`config.mk`:
```
export PLATFORM = sky130hd
export DESIGN_NAME = ram_arbiter
export DESIGN_NICKNAME = d
export VERILOG_FILES = /design/src/rtl/ram_arb_pkg.sv /design/src/rtl/ram_arbiter_rr.sv /design/src/rtl/ram_arbiter.sv
export SDC_FILE = /design/constraint.sdc
export NUM_CORES = 1
export LEC_CHECK = 0
export CELL_PAD_IN_SITES_DETAIL_PLACEMENT = 1
export CELL_PAD_IN_SITES_GLOBAL_PLACEMENT = 1
export CORE_ASPECT_RATIO = 0.5
export CORE_MARGIN = 2
export CORE_UTILIZATION = 50
export DETAILED_ROUTE_END_ITERATION = 6
export DONT_BUFFER_PORTS = 1
export GPL_ROUTABILITY_DRIVEN = 0
export PLACE_DENSITY = 0.88
export SYNTH_ARGS = -nofsm -noshare
export SYNTH_HDL_FRONTEND = slang
export SYNTH_SLANG_ARGS = --single-unit
```
`constraint.sdc`:
```
create_clock -name clk -period 5.3 [get_ports clk]
set_clock_uncertainty 0.1 [all_clocks]
set_input_delay 0.53 -clock clk [delete_from_list [all_inputs] [get_ports clk]]
set_output_delay 0.53 -clock clk [all_outputs]
set_load 0.01 [all_outputs]
```
`src/rtl/ram_arb_pkg.sv`:
```
// Shared definitions for the two-port RAM arbiter: default widths,
// the sequencing state encoding and the grant identifiers.
package ram_arb_pkg;

    localparam int DEF_ADDR_W = 8;
    localparam int DEF_DATA_W = 16;

    typedef enum logic [1:0] {
        IDLE   = 2'd0,
        ACCESS = 2'd1,
        RESP   = 2'd2
    } state_t;

    localparam logic GNT_P0 = 1'b0;
    localparam logic GNT_P1 = 1'b1;

endpackage

```
`src/rtl/ram_arbiter_rr.sv`:
```
// Two-way round-robin pick. Purely combinational; the history bit
// (last_grant) is owned by the parent so it only advances on a real grant.
module rr_arbiter_2
    import ram_arb_pkg::*;
(
    input  logic [1:0] req,
    input  logic       last_grant,
    output logic       grant_valid,
    output logic       grant_id
);

    // Lone requester wins; on a tie the port that did not win last time goes.
    always_comb begin
        grant_valid = |req;
        grant_id    = GNT_P0;
        if (req == 2'b11) begin
            grant_id = ~last_grant;
        end else if (req[1]) begin
            grant_id = GNT_P1;
        end
    end

endmodule

```
`src/rtl/ram_arbiter.sv`:
```
// Sequencing arbiter in front of the single-port data RAM.
// Each access takes IDLE -> ACCESS -> RESP, so one access per three cycles.
// Optional feature macro: RAM_ARB_PROT_EN (port-0 writes at or above
// PROT_BASE are suppressed and flagged on p0_err).
module ram_arbiter
    import ram_arb_pkg::*;
#(
    parameter int                ADDR_W    = DEF_ADDR_W,
    parameter int                DATA_W    = DEF_DATA_W,
    parameter logic [ADDR_W-1:0] PROT_BASE = 8'hC0
) (
    input  logic              clk,
    input  logic              rst,
    input  logic              p0_req,
    input  logic              p0_we,
    input  logic [ADDR_W-1:0] p0_addr,
    input  logic [DATA_W-1:0] p0_wdata,
    output logic              p0_ack,
    output logic [DATA_W-1:0] p0_rdata,
    output logic              p0_err,
    input  logic              p1_req,
    input  logic              p1_we,
    input  logic [ADDR_W-1:0] p1_addr,
    input  logic [DATA_W-1:0] p1_wdata,
    output logic              p1_ack,
    output logic [DATA_W-1:0] p1_rdata,
    output logic              mem_read,
    output logic              mem_write,
    output logic [ADDR_W-1:0] mem_addr,
    output logic [DATA_W-1:0] mem_wdata,
    input  logic [DATA_W-1:0] mem_rdata,
    output logic              busy
);

    state_t            state;
    logic              we_q;
    logic              prot_q;
    logic              gnt_q;
    logic              last_grant;
    logic [ADDR_W-1:0] addr_q;
    logic [DATA_W-1:0] wdata_q;
    logic [DATA_W-1:0] rdata_q;

    logic              grant_valid;
    logic              grant_id;
    logic              sel_we;
    logic              sel_prot;
    logic [ADDR_W-1:0] sel_addr;
    logic [DATA_W-1:0] sel_wdata;

    rr_arbiter_2 u_rr (
        .req         ({p1_req, p0_req}),
        .last_grant  (last_grant),
        .grant_valid (grant_valid),
        .grant_id    (grant_id)
    );

    // Fields of the winning port, latched when leaving IDLE.
    assign sel_we    = (grant_id == GNT_P1) ? p1_we    : p0_we;
    assign sel_addr  = (grant_id == GNT_P1) ? p1_addr  : p0_addr;
    assign sel_wdata = (grant_id == GNT_P1) ? p1_wdata : p0_wdata;

`ifdef RAM_ARB_PROT_EN
    // Only port-0 writes into the upper region are blocked.
    assign sel_prot = (grant_id == GNT_P0) && p0_we && (p0_addr >= PROT_BASE);
`else
    // Without protection the base address has no role.
    logic unused_prot;
    assign sel_prot    = 1'b0;
    assign unused_prot = ^PROT_BASE;
`endif

    // Single-FSM sequencer: latches the winner, strobes the RAM for one
    // cycle, then returns a one-cycle ack to the granted port. Strobes are
    // flops with async reset so they fall the moment rst rises.
    always_ff @(posedge clk or posedge rst) begin
        if (rst) begin
            state      <= IDLE;
            we_q       <= 1'b0;
            prot_q     <= 1'b0;
            gnt_q      <= GNT_P0;
            last_grant <= GNT_P1;
            addr_q     <= '0;
            wdata_q    <= '0;
            rdata_q    <= '0;
            mem_read   <= 1'b0;
            mem_write  <= 1'b0;
            p0_ack     <= 1'b0;
            p1_ack     <= 1'b0;
            p0_err     <= 1'b0;
        end else begin
            case (state)
                IDLE: begin
                    p0_ack <= 1'b0;
                    p1_ack <= 1'b0;
                    p0_err <= 1'b0;
                    if (grant_valid) begin
                        state      <= ACCESS;
                        gnt_q      <= grant_id;
                        last_grant <= grant_id;
                        we_q       <= sel_we;
                        prot_q     <= sel_prot;
                        addr_q     <= sel_addr;
                        wdata_q    <= sel_wdata;
                        mem_read   <= !sel_we;
                        mem_write  <= sel_we && !sel_prot;
                    end
                end
                ACCESS: begin
                    state     <= RESP;
                    mem_read  <= 1'b0;
                    mem_write <= 1'b0;
                    rdata_q   <= we_q ? '0 : mem_rdata;
                    p0_ack    <= (gnt_q == GNT_P0);
                    p1_ack    <= (gnt_q == GNT_P1);
                    p0_err    <= prot_q && (gnt_q == GNT_P0);
                end
                RESP: begin
                    state  <= IDLE;
                    p0_ack <= 1'b0;
                    p1_ack <= 1'b0;
                    p0_err <= 1'b0;
                end
                default: begin
                    state     <= IDLE;
                    mem_read  <= 1'b0;
                    mem_write <= 1'b0;
                    p0_ack    <= 1'b0;
                    p1_ack    <= 1'b0;
                    p0_err    <= 1'b0;
                end
            endcase
        end
    end

    assign mem_addr  = addr_q;
    assign mem_wdata = wdata_q;
    assign p0_rdata  = p0_ack ? rdata_q : '0;
    assign p1_rdata  = p1_ack ? rdata_q : '0;
    assign busy      = (state != IDLE);

endmodule

```
Word-level counts from Yosys, hierarchy flattened
Cells that the tools add are included.

$add $sub $neg: 0. Multiply operators: 0. Divide/modulo/power cells: 0. Order comparisons: 0. Equal/unequal tests: 4. Shift-type cells: 0. Multiplexer cells: 16. Bitwise logic cells: 3. Reduce and logical (&&, ||, !) cells: 6.

Operators by type and width (number): $mux W16 (4); $mux W8 (1); $mux W1 (7); $eq A2 B2 Y1 const B (2); $pmux W1 S2 (2); $pmux W2 S2 (1); $reduce_and A2 Y1 (2); $not A1 Y1 (3); $eq A2 B1 Y1 const B (1); $logic_not A2 Y1 (1); $mux W2 (1); $ne A2 B2 Y1 const B (1); $reduce_bool A2 Y1 (1); $reduce_or A2 Y1 (1); $logic_not A1 Y1 (1).

Flip-flop bits (word level): 49. Bits in latches: 0. RAM bits: 0. ROM bits: 0. Output and inout port bits: 62. Memories: 0.

Logic depth before layout (Yosys ltp)
Gate-level depths: netlist (run 1).

Word-level depth: 6. Mapped depth: 5.

By module
Synthesis (run 1) repeated with hierarchy kept, for this count alone.

Cells, all modules: 241. Area total of the unflattened synthesis: 2483.6 um2.

Modules (own cells, without submodules): ram_arbiter (instances 1, cells each 239, area an instance 2469.9 um2, sequential area each 1227.4 um2); rr_arbiter_2 (instances 1, cells each 2, area an instance 13.8 um2, sequential area each 0.0 um2).

Worst setup path before layout (run 1)
No wires, ideal clock.

Path kind: input to register. From: input port p1_req. To: register addr_q[3] (netlist: mem_addr[3]). Setup time: 125 ps. Arrival: 1530 ps. Required time: 5075 ps. Slack: 3544 ps. Stages on the path: 5. Path through: a21bo_1 buf_6 buf_6 mux2_4 mux2_4.

Longest elaborated chain between the ends: 3.

RTL lines: start: declaration (RTL line ram_arbiter.sv:21) `input logic p1_req,`; $eq A2 B2 Y1 / $mux W1 (equally long branches) (RTL line ram_arbiter_rr.sv:16, ram_arbiter_rr.sv:18); $mux W1 (RTL line ram_arbiter_rr.sv:16) `if (req == 2'b11) begin`; $mux W8 (RTL line ram_arbiter.sv:60) `assign sel_addr = (grant_id == GNT_P1) ? p1_addr : p0_addr;`; end signal: assignment (RTL line ram_arbiter.sv:103) `addr_q <= sel_addr;`; end: declaration (RTL line ram_arbiter.sv:40) `logic [ADDR_W-1:0] addr_q;`.

Parallel ways exist; a longest one is shown, timed or not. A chain may end at the register's enable or synchronous reset.

Final worst setup path (run 1)
From: register last_grant. To: register wdata_q[15] (netlist: mem_wdata[15]).

Longest elaborated chain between the ends: 3.

RTL lines: start: declaration (RTL line ram_arbiter.sv:39) `logic last_grant;`; start signal: assignment (RTL line ram_arbiter.sv:100) `last_grant <= grant_id;`; $not A1 Y1 (RTL line ram_arbiter_rr.sv:17) `grant_id = ~last_grant;`; $mux W1 (RTL line ram_arbiter_rr.sv:16); $mux W16 (RTL line ram_arbiter.sv:61) `assign sel_wdata = (grant_id == GNT_P1) ? p1_wdata : p0_wdata;`; end signal: assignment (RTL line ram_arbiter.sv:104) `wdata_q <= sel_wdata;`; end: declaration (RTL line ram_arbiter.sv:41) `logic [DATA_W-1:0] wdata_q;`.

Every way passes these cells.

==> run metrics, run 1 <==
status=completed; Crit path max-delay family=multiplexers; # hold bufs at CTS=0; CTS Root Cell=clkbuf_8; TritonCTS buffer count=5; layout cell share with drive strength beyond 1=28.7%; crit end category=flip-flop; Top FF cell, synth=dfrtp_1; VDD IR-drop max=0.286 mV; # setup viols final=0; Most common cell on crit path=mux2_2; Pleak=0.00125 uW; clock-pin slew on the worst setup and hold paths=0.09 ns; DR WL/cell=18.6 um; port bufs=0; yosys warns=0; H-tree depth=2; slowest CP cell=dfstp_2; RSZ-0062 raised after global routing=no; clock buffer depth=2; number of synthesized flops with an enable pin=0; Synth-to-Final Area Change=4.93%; Starting Density=51.5%; Core ar.=0.00489 sq mm; Mapped Area=0.00251 sq mm; CTS tree=yes; Mapped Cells=213; Achievable Freq=0.429 GHz; Synth top cells by count=48 x dfrtp_1, 34 x mux2_4, 32 x and2_1, 32 x nand2_1, 18 x o21ai_0; FP Rows=18; vias in the first global route=1,556; nets@finish=278; post_cts resized=0; Synth top area share=47.8%; DRC=0; Seq/Total Area, Yosys=48.8%; Comb pwr share=34.2%; Overflow after GRT=0; worst-path fanout max=14; die height=54.2 um; syn nets=283; Critical Path, Cell by Cell=a21bo_1 > buf_4 > mux2_2 > mux2_2; total iterations of the first detailed-routing run=4; post-DP HPWL=3.79 mm; syn_area_per_cell=11.8 sq um; worst path bufs/invs=1; most common cell in the synthesized netlist=dfrtp_1; DR vias=1,499; Setup Fix Bufs, Post-CTS=0; Min Clock Period, post-route=2.33 ns; fill count=540; ys async rst share=100%; drt total wl=5.19 mm; distinct cell type count of the synthesized netlist=25; Worst Tran Pin Value=1.12 ns; Tot Pwr=1590 uW; crit-path max cell delay=0.56 ns; Power Dens Cells=601 mW/mm^2; WS Path Type=reg2reg; drt first-iter violations=60; Clock Power Share=17.2%; Arr. time, crit path=2.42 ns; final worst slack=2.97 ns; Psw=588 uW; synthesis-stage register bit count=49; max_slew headroom=25.5%; Slew Limit Fails=0; hold crit path type=in2reg; full die area=0.00565 sq mm; clk_lat worst skew=0.29 ns; largest net degree at the start of global routing=50; clock sinks=49; pre-CTS setup slack=2.91 ns; Final TNS setup=0 ns; Max Cap Violations=0; critical path data required time=5.39 ns; Inserted Diodes=0; Int Power=997 uW; cell taking the most area after synthesis=dfrtp_1; die outline width=104 um; Sw Ratio=37.1%; IO Count=132; synth top area cells=dfrtp_1 48%, mux2_4 20%, and2_1 8.0%; GRT Total Usage=18.1%; startpoint type of the worst setup path=flip-flop; initial antenna violation count=0; endpoints failing hold=0; vias per cell=5.37; first-pass GRT wire length=7.87 mm; fin crit share=44.0%; Antenna Nets Post-Route=0; sequential share of power=48.5%
-- cell families (layout without fill, tap and decap cells) --
| logic type | after synthesis | after routing | synth area share [%] |
|---|---|---|---|
| simple gates | 69 | 69 | 13.6 |
| compound gates | 24 | 24 | 5.37 |
| other cells | 1 | 1 | 0.149 |
| flops | 49 | 49 | 48.8 |
| mux | 50 | 50 | 27.4 |
| buf+inv | 20 | 16 | 4.68 |
-- stage by stage --
stage	utilization [%]	hold WS [ns]	std cells	area, sq um
2_1_floorplan	-	0.303	213	2510
3_3_place_gp	51.5	0.307	271	2520
3_5_place_dp	51.5	0.311	271	2520
4_1_cts	54.0	0.189	279	2640
5_1_grt	54.0	0.183	279	2640
6_report	54.0	0.197	279	2640
-- flip-flops by register name, indices dropped and copies added, names as in the netlist --
| register | count |
|---|---|
| mem_wdata | 16 |
| rdata_q | 16 |
| mem_addr | 8 |
| state | 2 |
| gnt_q | 1 |
| last_grant | 1 |
| mem_read | 1 |
| mem_write | 1 |
| p0_ack | 1 |
| p1_ack | 1 |
| we_q | 1 |
-- final timing paths --
kind / endpoint / cells past startpoint / slack [ns] / start
min reg2reg: p0_ack / 1 / 0.33 / gnt_q
min in group asynchronous: mem_addr[2] / 1 / 0.24 / rst
min: last_grant / 1 / 0.20 / p0_req
max reg2reg: mem_wdata[15] / 4 / 2.97 / last_grant
max in group asynchronous: rdata_q[2] / 1 / 4.21 / rst
max: mem_wdata[15] / 4 / 2.97 / last_grant
-- routing by layer --
metal | routed length, um | up-vias | GRT usage (%)
met5 | 0 | - | 0
met4 | 10 | 0 | 4.95
met3 | 304 | 2 | 5.08
met2 | 2870 | 59 | 35.1
met1 | 2010 | 748 | 20.5
li1 | - | 690 | -
-- power groups by stage --
stage | Sequential [uW] | Clock [uW] | Combinational [uW]
floorplan | 716 | 0 | 504
detailed placement | 781 | 0 | 551
CTS | 775 | 283 | 553
global route | 801 | 297 | 607
global placement | 765 | 0 | 520
finish | 770 | 273 | 543
-- layout by cell type (no fill, tap or decap) --
master and instances:
a21bo_1 1, a21oi_1 1, a31oi_1 1, a32o_1 1
and2_1 32, buf_4 1, bufinv_16 1, clkbuf_8 6
clkinv_1 1, clkinvlp_4 1, conb_1 1, dfrtp_1 48
dfstp_2 1, inv_1 4, inv_2 2, mux2_2 14
mux2_4 34, mux2i_1 2, nand2_1 32, nand2b_1 1
nand3_1 1, nor2_1 3, o21ai_0 18, o21bai_1 1
o22ai_1 1
-- area by class of cell --
type                    instances  area [sq um]  share of cell area, %
flip-flops and latches         49          1230                   46.5
inverters                       7          26.3                  0.996
clock inverters                 2          37.5                   1.42
clock buffers                   6          82.6                   3.13
well taps                      70          87.6                   3.32
multi-input cells             144          1170                   44.3
repair buffers                  1          7.51                  0.284
(Power assumes the default switching activity.)
==> run 2, diff against run 1 <==
--- a/config.mk
+++ b/config.mk
@@ -9,11 +9,11 @@
 export CELL_PAD_IN_SITES_GLOBAL_PLACEMENT = 1
 export CORE_ASPECT_RATIO = 0.5
 export CORE_MARGIN = 2
-export CORE_UTILIZATION = 50
+export CORE_UTILIZATION = 42
 export DETAILED_ROUTE_END_ITERATION = 6
 export DONT_BUFFER_PORTS = 1
 export GPL_ROUTABILITY_DRIVEN = 0
-export PLACE_DENSITY = 0.88
+export PLACE_DENSITY = 0.8
 export SYNTH_ARGS = -nofsm -noshare
 export SYNTH_HDL_FRONTEND = slang
 export SYNTH_SLANG_ARGS = --single-unit
==> constraint.sdc (replaced) <==
create_clock -name clk -period 2 [get_ports clk]
set_clock_uncertainty 0.1 [all_clocks]
set_input_delay 0.2 -clock clk [delete_from_list [all_inputs] [get_ports clk]]
set_output_delay 0.2 -clock clk [all_outputs]
set_load 0.01 [all_outputs]
==> run 2 against run 1 <==
Routed wire length increased by 6.9%. Sequential share of layout area decreased by 4.3 points. Via count increased by 3.7%. First-iteration DRC count increased by 15%. Largest power group unchanged. Clock power increased to 3.0 times the previous value. Non-clock buffer count increased by 23. The run now ends with hold timing left. Hold slack got worse by 0.20 ns. Combinational power increased to 2.8 times the previous value. Register-to-register slack got worse by 2.7 ns.
==> run metrics, run 2 (synthesis results as in run 1) <==
WS Path Type=reg2reg; Worst R2R End=mem_addr[2]; Overflow after GRT=0 (unchanged); Pleak=0.00137 uW (+9.7%); Critical Path, Cell by Cell=nor2_1 > o21ai_0 > inv_2 > buf_4 > mux2_2; H-tree depth=2 (unchanged); IO Count=132 (unchanged); VDD IR-drop max=0.583 mV (+100%); Slew Limit Fails=0 (unchanged); Synth-to-Final Area Change=15.6%; layout cell share with drive strength beyond 1=28.0% (-0.69 points); Tot Pwr=4410 uW (+180%); R2R Path Start=state[1]; nets@finish=301 (+8.3%); Core ar.=0.00563 sq mm (+15%); RSZ-0062 raised after global routing=no; Final TNS setup=0 ns (unchanged); fill count=577 (+6.9%); die outline width=113 um (+8.8%); Arr. time, crit path=1.77 ns (-0.65 ns); number of instances in the placed design=279 (+3.0%); utilization after layout=51.6% (-2.4 points); total iterations of the first detailed-routing run=4 (unchanged); slowest CP cell=dfrtp_1; largest net degree at the start of global routing=35 (-30%); clk_lat worst skew=0.28 ns (about the same); # setup viols final=0 (unchanged); Hold EP=rdata_q[3]; die height=58.7 um (+8.4%); first-pass GRT wire length=8.80 mm (+12%); full die area=0.00666 sq mm (+18%); crit-path max cell delay=0.40 ns (-0.16 ns); hold crit path type=in2reg; reg2reg path depth=5 (+1); port bufs=0 (unchanged); vias in the first global route=1,708 (+9.8%); most common cell after layout, fill and taps aside=dfrtp_1; Min Clock Period, post-route=1.70 ns (-0.627 ns); Inserted Diodes=0 (unchanged); critical path data required time=2.07 ns (-3.32 ns); worst path bufs/invs=2 (+1); DRC=0 (unchanged); GRT Total Usage=17.0% (-1.2 points); Power Dens Cells=1520 mW/mm^2 (+150%); Achievable Freq=0.587 GHz (+37%); clock buffer depth=2 (unchanged); worst-path fanout max=15 (+1); DR WL/cell=18.2 um (-2.2%); vias per cell=5.10 (-5.1%); crit end category=flip-flop; clock-pin slew on the worst setup and hold paths=0.07 ns (-0.02 ns); endpoints failing hold=1 (+1); most frequent cells in the layout=48 x dfrtp_1, 34 x mux2_4, 32 x nand2_1, 32 x and2_1; drt first-iter violations=69 (+15%); startpoint type of the worst setup path=flip-flop; Starting Density=44.6% (-6.8 points); status=finished with violations; Setup Fix Bufs, Post-CTS=0 (unchanged); hold_ws=-0.00297 ns (-0.200 ns); TritonCTS buffer count=5 (unchanged); fin crit share=85.2% (+41 points); DR vias=1,555 (+3.7%); CTS Root Cell=clkbuf_16; cell depth of the worst hold path=2 (+1); post-DP HPWL=4.01 mm (+5.7%); Worst Tran Pin Value=0.553 ns (-0.565 ns); Antenna Nets Post-Route=0 (unchanged); clock sinks=49 (unchanged); min-delay src=mem_rdata[3]; FP Rows=19 (+1); max_slew headroom=63.1% (+38 points); Finished Layout Cells=305 (+9.3%); Max Cap Violations=0 (unchanged); post_cts resized=0 (unchanged); drt total wl=5.55 mm (+6.9%); failing checks=hold timing; r2r setup slk=0.30 ns (-2.67 ns); CTS tree=yes; initial antenna violation count=0 (unchanged); # hold bufs at CTS=18 (+18); Crit path max-delay family=flip-flops
-- run 2: per-stage QoR --
stage	area, sq um	setup WS, ns
floorplan	2510	0.318
global placement	2580	0.340
detailed placement	2580	0.294
CTS	2910	0.275
global route	2910	0.141
finish	2910	0.295
-- run 2: worst max-delay path by stage --
stage	slack, ns	endpoint	cells past startpoint	from
final	0.30	mem_addr[2]	5	state[1]
after global routing	0.14	mem_addr[2]	5	state[1]
after CTS	0.27	mem_addr[2]	5	state[1]
after detailed placement	0.29	mem_wdata[10]	4	last_grant
after global placement	0.34	mem_wdata[14]	5	state[1]
after floorplan	0.32	mem_addr[3]	5	last_grant
-- run 2: area by class of cell --
| type | instances | area (sq um) | area share, % |
|---|---|---|---|
| Clock buffer | 5 | 125 | 4.30 |
| Clock inverter | 3 | 17.5 | 0.602 |
| Inverter | 7 | 26.3 | 0.904 |
| Multi-Input combinational cell | 144 | 1170 | 40.2 |
| Sequential cell | 49 | 1230 | 42.2 |
| Tap cell | 73 | 91.3 | 3.14 |
| Timing Repair Buffer | 24 | 250 | 8.61 |
-- run 2: routing by layer --
layer / GRT usage, % / routed length [um]
met2: 31.4 / 3020
met5: 0 / 0
met4: 3.14 / 36
met3: 4.84 / 288
met1: 20.4 / 2210
-- run 2: report_power, final --
group          internal (uW)  switching, uW  total (uW)
clock network            459            359         818
logic                    821            720        1540
registers               1500            543        2050
